==> src/rtl/adc_sum_sched_pkg.sv <==
// ---------------------------------------------------------------------------
// adc_sum_sched_pkg
// Shared types and constants for the ADC-sum register scheduler.
//   sched_state_t : scheduler FSM states (IDLE, LOAD, HOLD)
//   TAG_W         : width of the published {chan, seq} tag word
//   CHAN_W/SEQ_W  : field widths inside the tag
//   TSTAMP_W      : width of the optional publish timestamp
//   idx_width()   : index width for a count, never less than one bit
// ---------------------------------------------------------------------------
package adc_sum_sched_pkg;

    localparam int TAG_W    = 16;
    localparam int CHAN_W   = 8;
    localparam int SEQ_W    = 8;
    localparam int TSTAMP_W = 32;

    typedef enum logic [1:0] {
        IDLE = 2'd0,
        LOAD = 2'd1,
        HOLD = 2'd2
    } sched_state_t;

    // Width needed to index n items; a single item still needs one bit.
    function automatic int idx_width(input int n);
        return (n > 1) ? $clog2(n) : 1;
    endfunction

endpackage

==> src/rtl/adc_sum_rr_pick.sv <==
// ---------------------------------------------------------------------------
// adc_sum_rr_pick
// Combinational round-robin picker. Returns the first pending channel
// strictly after last_grant, wrapping back to channel 0.
// Ports:
//   pending    in  N_CH   per-channel request bits
//   last_grant in  IDX_W  most recently served channel
//   grant      out IDX_W  chosen channel (0 when nothing is pending)
//   any        out 1      at least one channel is pending
// ---------------------------------------------------------------------------
module adc_sum_rr_pick #(
    parameter int N_CH  = 4,
    parameter int IDX_W = 2
) (
    input  logic [N_CH-1:0]  pending,
    input  logic [IDX_W-1:0] last_grant,
    output logic [IDX_W-1:0] grant,
    output logic             any
);

    // Two descending scans: the second only considers channels above
    // last_grant, so any hit there overrides a wrapped hit from the first,
    // and within each scan the lowest index is assigned last and wins.
    always_comb begin
        grant = '0;
        any   = 1'b0;
        for (int c = N_CH - 1; c >= 0; c--) begin
            if (pending[c] && (IDX_W'(c) <= last_grant)) begin
                grant = IDX_W'(c);
                any   = 1'b1;
            end
        end
        for (int c = N_CH - 1; c >= 0; c--) begin
            if (pending[c] && (IDX_W'(c) > last_grant)) begin
                grant = IDX_W'(c);
                any   = 1'b1;
            end
        end
    end

endmodule

==> src/rtl/adc_sum_reg_sched.sv <==
// ---------------------------------------------------------------------------
// adc_sum_reg_sched
// Shares one software register between N_CH ADC-sum producers. Each
// producer's sum is latched on its valid strobe; the scheduler publishes
// one channel at a time in round-robin order and holds the word for DWELL
// cycles so the register's clock-domain capture sees a settled value. A
// companion tag {chan, seq} lets software identify the channel and spot
// new data.
//
// Optional feature: define ADC_SUM_SCHED_TSTAMP_EN to add reg_tstamp, a
// free-running user_clk count sampled when reg_data is updated.
//
// Ports:
//   user_clk    in   1        sole clock
//   user_rst_n  in   1        asynchronous active-low reset
//   en          in   1        allow new publishes
//   sum_in      in   N_CH*DW  channel c at [c*DW +: DW]
//   sum_vld     in   N_CH     1-cycle strobe, sum_in slice valid
//   reg_data    out  DW       published sum
//   reg_tag     out  16       {chan[7:0], seq[7:0]}
//   reg_upd     out  1        pulse: reg_data/reg_tag changed this cycle
//   drop_cnt    out  CNT_W    saturating count of overwritten sums
//   reg_tstamp  out  32       (ADC_SUM_SCHED_TSTAMP_EN only) publish time
//   busy        out  1        FSM not in IDLE
// ---------------------------------------------------------------------------
module adc_sum_reg_sched
    import adc_sum_sched_pkg::*;
#(
    parameter int N_CH  = 4,
    parameter int DW    = 32,
    parameter int DWELL = 64,
    parameter int CNT_W = 16
) (
    input  logic                user_clk,
    input  logic                user_rst_n,
    input  logic                en,
    input  logic [N_CH*DW-1:0]  sum_in,
    input  logic [N_CH-1:0]     sum_vld,
    output logic [DW-1:0]       reg_data,
    output logic [TAG_W-1:0]    reg_tag,
    output logic                reg_upd,
    output logic [CNT_W-1:0]    drop_cnt,
`ifdef ADC_SUM_SCHED_TSTAMP_EN
    output logic [TSTAMP_W-1:0] reg_tstamp,
`endif
    output logic                busy
);

    localparam int IDX_W   = idx_width(N_CH);
    localparam int DWELL_W = idx_width(DWELL);
    localparam int DROP_W  = idx_width(N_CH + 1);
    localparam int SUM_W   = CNT_W + DROP_W;

    localparam logic [IDX_W-1:0]   LAST_RST   = IDX_W'(N_CH - 1);
    localparam logic [DWELL_W-1:0] DWELL_LOAD = DWELL_W'(DWELL - 1);
    localparam logic [SUM_W-1:0]   CNT_MAX    = SUM_W'({CNT_W{1'b1}});

    sched_state_t        state_q;
    sched_state_t        state_d;

    logic [DW-1:0]       sum_buf [N_CH];
    logic [N_CH-1:0]     pending_q;
    logic [IDX_W-1:0]    last_grant_q;
    logic [IDX_W-1:0]    grant_q;
    logic [DWELL_W-1:0]  dwell_q;
    logic [SEQ_W-1:0]    seq_q;

    logic [IDX_W-1:0]    pick_grant;
    logic                pick_any;
    logic                start_now;
    logic                load_now;
    logic [N_CH-1:0]     clr_mask;
    logic [N_CH-1:0]     drop_mask;
    logic [DROP_W-1:0]   drop_inc;
    logic [SUM_W-1:0]    drop_sum;
    logic [CNT_W-1:0]    drop_next;

    adc_sum_rr_pick #(
        .N_CH  (N_CH),
        .IDX_W (IDX_W)
    ) u_pick (
        .pending    (pending_q),
        .last_grant (last_grant_q),
        .grant      (pick_grant),
        .any        (pick_any)
    );

    assign start_now = (state_q == IDLE) && en && pick_any;
    assign load_now  = (state_q == LOAD);
    assign busy      = (state_q != IDLE);

    // The channel being published loses its pending bit on the LOAD edge.
    always_comb begin
        clr_mask = '0;
        if (load_now) begin
            clr_mask[grant_q] = 1'b1;
        end
    end

    // A strobe on a channel still waiting to publish overwrites an unseen
    // sum. A strobe racing the clear of its own channel is not a drop: the
    // old word is published and the new one stays pending.
    assign drop_mask = sum_vld & pending_q & ~clr_mask;

    always_comb begin
        drop_inc = '0;
        for (int c = 0; c < N_CH; c++) begin
            drop_inc = drop_inc + DROP_W'(drop_mask[c]);
        end
    end

    // Widened add so several drops in one edge saturate cleanly.
    assign drop_sum  = SUM_W'(drop_cnt) + SUM_W'(drop_inc);
    assign drop_next = (drop_sum > CNT_MAX) ? {CNT_W{1'b1}} : drop_sum[CNT_W-1:0];

    // Capture path runs regardless of en or FSM state; set beats clear.
    always_ff @(posedge user_clk or negedge user_rst_n) begin
        if (!user_rst_n) begin
            pending_q <= '0;
            drop_cnt  <= '0;
            for (int c = 0; c < N_CH; c++) begin
                sum_buf[c] <= '0;
            end
        end else begin
            pending_q <= (pending_q & ~clr_mask) | sum_vld;
            drop_cnt  <= drop_next;
            for (int c = 0; c < N_CH; c++) begin
                if (sum_vld[c]) begin
                    sum_buf[c] <= sum_in[c*DW +: DW];
                end
            end
        end
    end

    always_ff @(posedge user_clk or negedge user_rst_n) begin
        if (!user_rst_n) begin
            state_q <= IDLE;
        end else begin
            state_q <= state_d;
        end
    end

    // HOLD runs to completion even if en drops; en only gates new starts.
    always_comb begin
        state_d = state_q;
        case (state_q)
            IDLE: begin
                if (start_now) begin
                    state_d = LOAD;
                end
            end
            LOAD: begin
                state_d = HOLD;
            end
            HOLD: begin
                if (dwell_q == '0) begin
                    state_d = IDLE;
                end
            end
            default: begin
                state_d = IDLE;
            end
        endcase
    end

    // Output registers only move on the LOAD->HOLD edge, so the software
    // register always samples a registered, settled word.
    always_ff @(posedge user_clk or negedge user_rst_n) begin
        if (!user_rst_n) begin
            grant_q      <= '0;
            last_grant_q <= LAST_RST;
            dwell_q      <= '0;
            seq_q        <= '0;
            reg_data     <= '0;
            reg_tag      <= '0;
            reg_upd      <= 1'b0;
        end else begin
            reg_upd <= load_now;
            if (start_now) begin
                grant_q <= pick_grant;
            end
            if (load_now) begin
                reg_data     <= sum_buf[grant_q];
                reg_tag      <= {CHAN_W'(grant_q), seq_q};
                seq_q        <= seq_q + SEQ_W'(1);
                last_grant_q <= grant_q;
                dwell_q      <= DWELL_LOAD;
            end else if ((state_q == HOLD) && (dwell_q != '0)) begin
                dwell_q <= dwell_q - DWELL_W'(1);
            end
        end
    end

`ifdef ADC_SUM_SCHED_TSTAMP_EN
    logic [TSTAMP_W-1:0] tstamp_q;

    // Free-running time base; sampled alongside reg_data.
    always_ff @(posedge user_clk or negedge user_rst_n) begin
        if (!user_rst_n) begin
            tstamp_q   <= '0;
            reg_tstamp <= '0;
        end else begin
            tstamp_q <= tstamp_q + TSTAMP_W'(1);
            if (load_now) begin
                reg_tstamp <= tstamp_q;
            end
        end
    end
`endif

endmodule
==> config.mk <==
export PLATFORM = sky130hd
export DESIGN_NAME = adc_sum_reg_sched
export DESIGN_NICKNAME = d
export VERILOG_FILES = /design/src/rtl/adc_sum_sched_pkg.sv /design/src/rtl/adc_sum_rr_pick.sv /design/src/rtl/adc_sum_reg_sched.sv
export SDC_FILE = /design/constraint.sdc
export NUM_CORES = 1
export LEC_CHECK = 0
export BUFFER_PORTS_ARGS = -buffer_cell sky130_fd_sc_hd__buf_2
export CAP_MARGIN = 10
export CORE_MARGIN = 4
export CORE_UTILIZATION = 54
export DETAILED_ROUTE_END_ITERATION = 16
export HOLD_SLACK_MARGIN = 0.1
export PLACE_DENSITY = 0.8
export SYNTH_ARGS = -nofsm -noshare
export SYNTH_HDL_FRONTEND = slang
export SYNTH_SLANG_ARGS = --single-unit
==> constraint.sdc <==
create_clock -name user_clk -period 4.5 [get_ports user_clk]
set_input_delay 0.225 -clock user_clk [delete_from_list [all_inputs] [get_ports user_clk]]
set_output_delay 0.225 -clock user_clk [all_outputs]
set_load 0.02 [all_outputs]
**Word level (Yosys, flattened, before mapping)**

Cells that the tools add are included.

- $add $sub $neg: 6
- Magnitude comparators: 12
- Eq/ne operators: 4
- Mux-type cells: 28
- Bitwise logic cells: 6
- Reduce and logical (&&, ||, !) cells: 18

Operators with widths:

| operator | number |
|---|---|
| $bmux W32 S2 | 1 |
| $mux W32 | 2 |
| $mux W2 | 10 |
| $add A16 B3 Y17 | 1 |
| $gt A17 B16 Y1 const B | 1 |
| $mux W16 | 1 |
| $and A4 B4 Y4 | 3 |
| $logic_and A1 B1 Y1 | 12 |
| $mux W6 | 2 |
| $mux W1 | 9 |
| $add A8 B1 Y8 const B | 1 |
| $logic_not A6 Y1 | 1 |
| $pmux W2 S3 | 1 |
| $reduce_bool A6 Y1 | 1 |
| $sub A6 B1 Y6 const B | 1 |
| $gt A1 B2 Y1 const A | 2 |
| $gt A2 B2 Y1 const A | 2 |
| $le A1 B2 Y1 const A | 2 |
| $le A2 B2 Y1 const A | 2 |
| $mux W4 | 1 |
| $ne A2 B2 Y1 const B | 2 |
| $not A4 Y4 | 1 |
| $or A4 B4 Y4 | 1 |
| $reduce_bool A2 Y1 | 2 |
| other kinds (12) | 12 |

- Flip-flop bits (word level): 211
- Output and inout port bits: 66

**Longest topological paths before layout**

- Word-level depth: 13
- Gate-level depth with buffers: 15

**Modules after synthesis**

From an unflattened synthesis, not the netlist that was laid out.

- Cells, all modules: 686
- Area, all modules: 9120.0 um2

Modules (own cells, without submodules):

| module | instances | cells an instance | area an instance (um2) |
|---|---|---|---|
| adc_sum_reg_sched | 1 | 672 | 9038.7 |
| adc_sum_rr_pick | 1 | 14 | 81.3 |

**Least setup slack after synthesis**

No wires, ideal clock.

- Path type: flip-flop to flip-flop
- Start: register state_q[1]
- End: register drop_cnt[14]
- Setup time: 0.125 ns
- Arrival time: 3.337 ns
- Data required time: 4.375 ns
- Slack: 1.038 ns
- Cell stages (with the launch flop): 14
- Buffers on the path: 3
- Clock period less this slack: 3.462 ns
- Path through: dfrtp_1 > nand2b_1 > buf_2 > buf_2 > o311ai_0 > fa_1 > fa_1 > inv_1 > fa_1 > and4_1 > and2_1 > clkbuf_1 > nand3_1 > mux2_2

- Cells in the longest elaborated chain, start to end: 10

Ends and longest elaborated chain:

| what | RTL line | text |
|---|---|---|
| start, declared | adc_sum_reg_sched.sv:58 | `sched_state_t state_q;` |
| start signal, assigned | adc_sum_reg_sched.sv:139 | `state_q <= state_d;` |
| $eq A2 B1 Y1 (*) | adc_sum_reg_sched.sv:89 | `assign load_now = (state_q == LOAD);` |
| $mux W4 (*) | adc_sum_reg_sched.sv:95 | `if (load_now) begin` |
| $not A4 Y4 (*) | adc_sum_reg_sched.sv:103 | `assign drop_mask = sum_vld & pending_q & ~clr_mask;` |
| $and A4 B4 Y4 (*) | adc_sum_reg_sched.sv:103 |  |
| $add A1 B1 Y2 | adc_sum_reg_sched.sv:108 | `drop_inc = drop_inc + DROP_W'(drop_mask[c]);` |
| $add A2 B1 Y3 | adc_sum_reg_sched.sv:108 |  |
| $add A3 B1 Y3 (*) | adc_sum_reg_sched.sv:108 |  |
| $add A16 B3 Y17 (*) | adc_sum_reg_sched.sv:113 | `assign drop_sum = SUM_W'(drop_cnt) + SUM_W'(drop_inc);` |
| $gt A17 B16 Y1 | adc_sum_reg_sched.sv:114 | `assign drop_next = (drop_sum > CNT_MAX) ? {CNT_W{1'b1}} : drop_sum[CNT_W-1:0];` |
| $mux W16 (*) | adc_sum_reg_sched.sv:114 |  |
| via drop_next[14] | adc_sum_reg_sched.sv:76 | `logic [CNT_W-1:0] drop_next;` |
| end signal, assigned | adc_sum_reg_sched.sv:126 | `drop_cnt <= drop_next;` |
| end, declared | adc_sum_reg_sched.sv:42 | `output logic [CNT_W-1:0] drop_cnt,` |

Mark *: on every way through the listed nets, which the timed path passes. The rest lies on a longest branch.
A chain may end at the register's enable or synchronous reset.

**Final worst setup path**

- Start: register state_q[1]
- End: register drop_cnt[6]

Same word-level chain as after synthesis.

==> results.py <==
metrics = {
    "yosys": {
        "synth_edf_count": 0,
        "yosys_most_used_dff": "dfrtp_1",
        "avgSynthCellArea_um2": 13.3,
        "ys_seq_area_share_pct": 58.2,
        "synthArstFlopShare_pct": 100,
        "synth_seq_cells": 211,
        "yosys_warnings": 0,
        "syn_inst": 683,
        "yosysUniqueCellTypes": 47,
        "synth_area_um2": 9070,
    },
    "finish": {
        "nFillCells": 1039,
        "nets": 1146,
        "area_growth_pct": 35.1,
        "drive_above_1_share_pct": 40.7,
    },
    "timing": {
        "slew_headroom_pct": 32.1,
        "post-route-period-util_pct": 83.3,
        "max_freq_mhz": 267,
        "hold_violations": 0,
        "setup_violations": 0,
        "report.final.slew_viol_count": 0,
        "finalClockSkew_ns": 0.0179,
        "rsz0062_at_grt": "no",
        "tns_ns": 0,
        "tightest_slew_ns": 1.02,
        "fin_crit_ns": 3.75,
    },
    "worst_setup_path": {
        "cp_max_fo": 17,
        "cp_data_required_time_ns": 4.92,
        "cp-start-kind": "register",
        "end_kind": "register",
        "path_class": "register to register",
        "critPathArrivalTime_ns": 4.17,
    },
    "place": {
        "gp_congestion": 0.792,
        "hpwl_um": 13800,
        "io_buffers": 194,
    },
    "route": {
        "met1_length_um": 9420,
        "vias": 6772,
        "drc": 0,
        "drtIter0Drc": 296,
        "drtPass1Iterations": 4,
        "dr.max_layer_used": "met4",
        "vias_per_cell": 5.46,
        "dr_wl_met2_um": 12900,
        "postRouteAntennaNets": 0,
        "drt_wl_total_um": 25300,
        "wl_per_cell_um": 20.4,
        "wl_met3_um": 1760,
    },
    "floorplanning": {
        "die_area_um2": 18900,
        "die_x_um": 138,
        "coreArea_um2": 16500,
        "initial_utilization_pct": 54.9,
        "die_y_um": 138,
        "pin_count": 201,
        "rows": 47,
    },
    "clocking": {
        "clockRootBuffer": "clkbuf_16",
        "clk_path_buf_depth": 3,
        "cts_buffers": 23,
        "path_clk_slew_ns": 0.06,
        "htreeDepth": 1,
        "postCtsSetupBuffers": 0,
        "clk_latency_ns": 0.51,
        "clock-sinks": 211,
        "cts_tree": "built",
        "cts-resized-gates": 0,
        "cts-hold-fix-buffers": 130,
    },
    "power": {
        "fin_total_pwr_mw": 6.39,
        "p_leak_nw": 5.76,
        "powerDensity_nw_per_um2": 521,
        "peakVddDrop_mv": 0.324,
    },
    "global_routing": {
        "overflow": 0,
        "grt_usage_pct": 27.1,
        "grt_pass1_vias": 7517,
        "grt_max_degree": 132,
        "grt_pass1_wl_um": 39200,
        "antenna_found_initial": 2,
    },
    "hold_path": {
        "hold_class": "primary input to register",
    },
    "status": {
        "outcome": "completed",
    },
    "flow_run": {
        "maxCapViolCount": 0,
    },
}
==> Yosys cell counts, types with 6 or more instances <==
cell,count,area [µm²]
xnor2_1,8,70.1
nor2_1,6,22.5
mux2_2,130,1460
a21oi_1,7,35.0
clkbuf_1,16,60.1
nand2b_1,7,43.8
nand2_1,148,556
o21ai_0,10,50.1
dfrtp_1,209,5230
mux4_2,32,721
nand3_1,9,45.0
buf_4,8,60.1
and3_1,6,37.5
xor2_1,9,78.8
buf_1,12,45.0
buf_2,6,30.0
inv_1,9,33.8
==> sequential cells by signal (all words and copies together) (netlist names), 2 cells and up <==
register      count
last_grant_q      2
drop_cnt         16
seq_q             8
dwell_q           6
reg_tag          10
sum_buf         128
reg_data         32
state_q           2
grant_q           2
pending_q         4
==> cell usage in the layout (no fill, tap or decap), types with 3 or more instances in the layout <==
cell type and instances:
dfrtp_1 207, buf_2 193, nand2_1 148, mux2_2 130, dlygate4sd3_1 130, mux4_2 32
clkbuf_16 23, o21ai_0 10, buf_4 10, inv_1 9, nand3_1 9, xor2_1 9
xnor2_1 8, a21oi_1 7, nand2b_1 6, and3_1 6, nor2_1 6, conb_1 6
clkbuf_8 6, clkinv_2 5, o211ai_1 4, a31oi_1 4, ha_1 4, and4_1 3
fa_1 3, clkbuf_1 3
==> metrics by stage <==
stage,hold WS (ns),instances,utilization (%),setup WS [ns],area [µm²]
floorplan,-0.0706,688,-,1.04,9090
global placement,0.453,1069,61.9,0.840,10200
detailed placement,0.459,1069,61.9,0.734,10200
CTS,0.194,1238,74.2,0.733,12300
global route,0.247,1240,74.2,0.365,12300
finish,0.210,1240,74.2,0.752,12300
==> final cells by class <==
type / count / area, µm² / share of cell area, %
diodes: 2 / 5.00 / 0.0408
clock buffers: 31 / 656 / 5.35
clock inverters: 8 / 72.6 / 0.592
inverters: 10 / 37.5 / 0.306
multi-input cells: 424 / 3570 / 29.2
flip-flops and latches: 211 / 5290 / 43.1
well taps: 220 / 275 / 2.24
repair buffers: 334 / 2360 / 19.2
==> kinds of logic after synthesis <==
family                   share of synthesized area, %
adder cells (fa/ha/maj)                          1.21
flip-flops                                       58.2
AND/OR/NAND/NOR                                  9.32
multiplexers                                     24.3
XOR/XNOR                                         1.64
other                                          0.0413
AO/OA/AOI/OAI                                    2.65
buffers and inverters                            2.62
==> worst max-delay path, stage by stage, from the launching register on <==
cell,delay (ns)
dfrtp_1,0.40
nand2b_2,0.37
o311ai_0,0.51
fa_1,0.53
fa_1,0.46
inv_1,0.08
fa_1,0.22
and4_1,0.25
and2_1,0.28
nand3_1,0.37
o21ai_0,0.19
==> power breakdown <==
group,switching (mW),leakage [nW],internal (mW)
clock,0.752,0.366,1.08
sequential,0.292,2.50,2.30
combinational,1.09,2.89,0.883
==> routing by layer <==
metal,vias to the layer above,GRT usage [%]
li1,3006,-
met5,-,0
met1,3371,31.5
met4,0,12.9
met2,296,47.0
met3,99,6.79
==> path summary, 6_finish.rpt <==
kind                               from      endpoint  slack, ns  cells after the start
max reg2reg                  state_q[1]   drop_cnt[6]       0.75                     10
min                          sum_vld[3]   drop_cnt[0]       0.21                      4
min in group asynchronous    user_rst_n  sum_buf[126]       0.47                      2
max in group asynchronous    user_rst_n   sum_buf[57]       2.89                      3
min reg2reg                reg_data[21]  reg_data[21]       0.47                      2
max                          state_q[1]   drop_cnt[6]       0.75                     10
No activity file was read; power rests on OpenSTA's default activity.
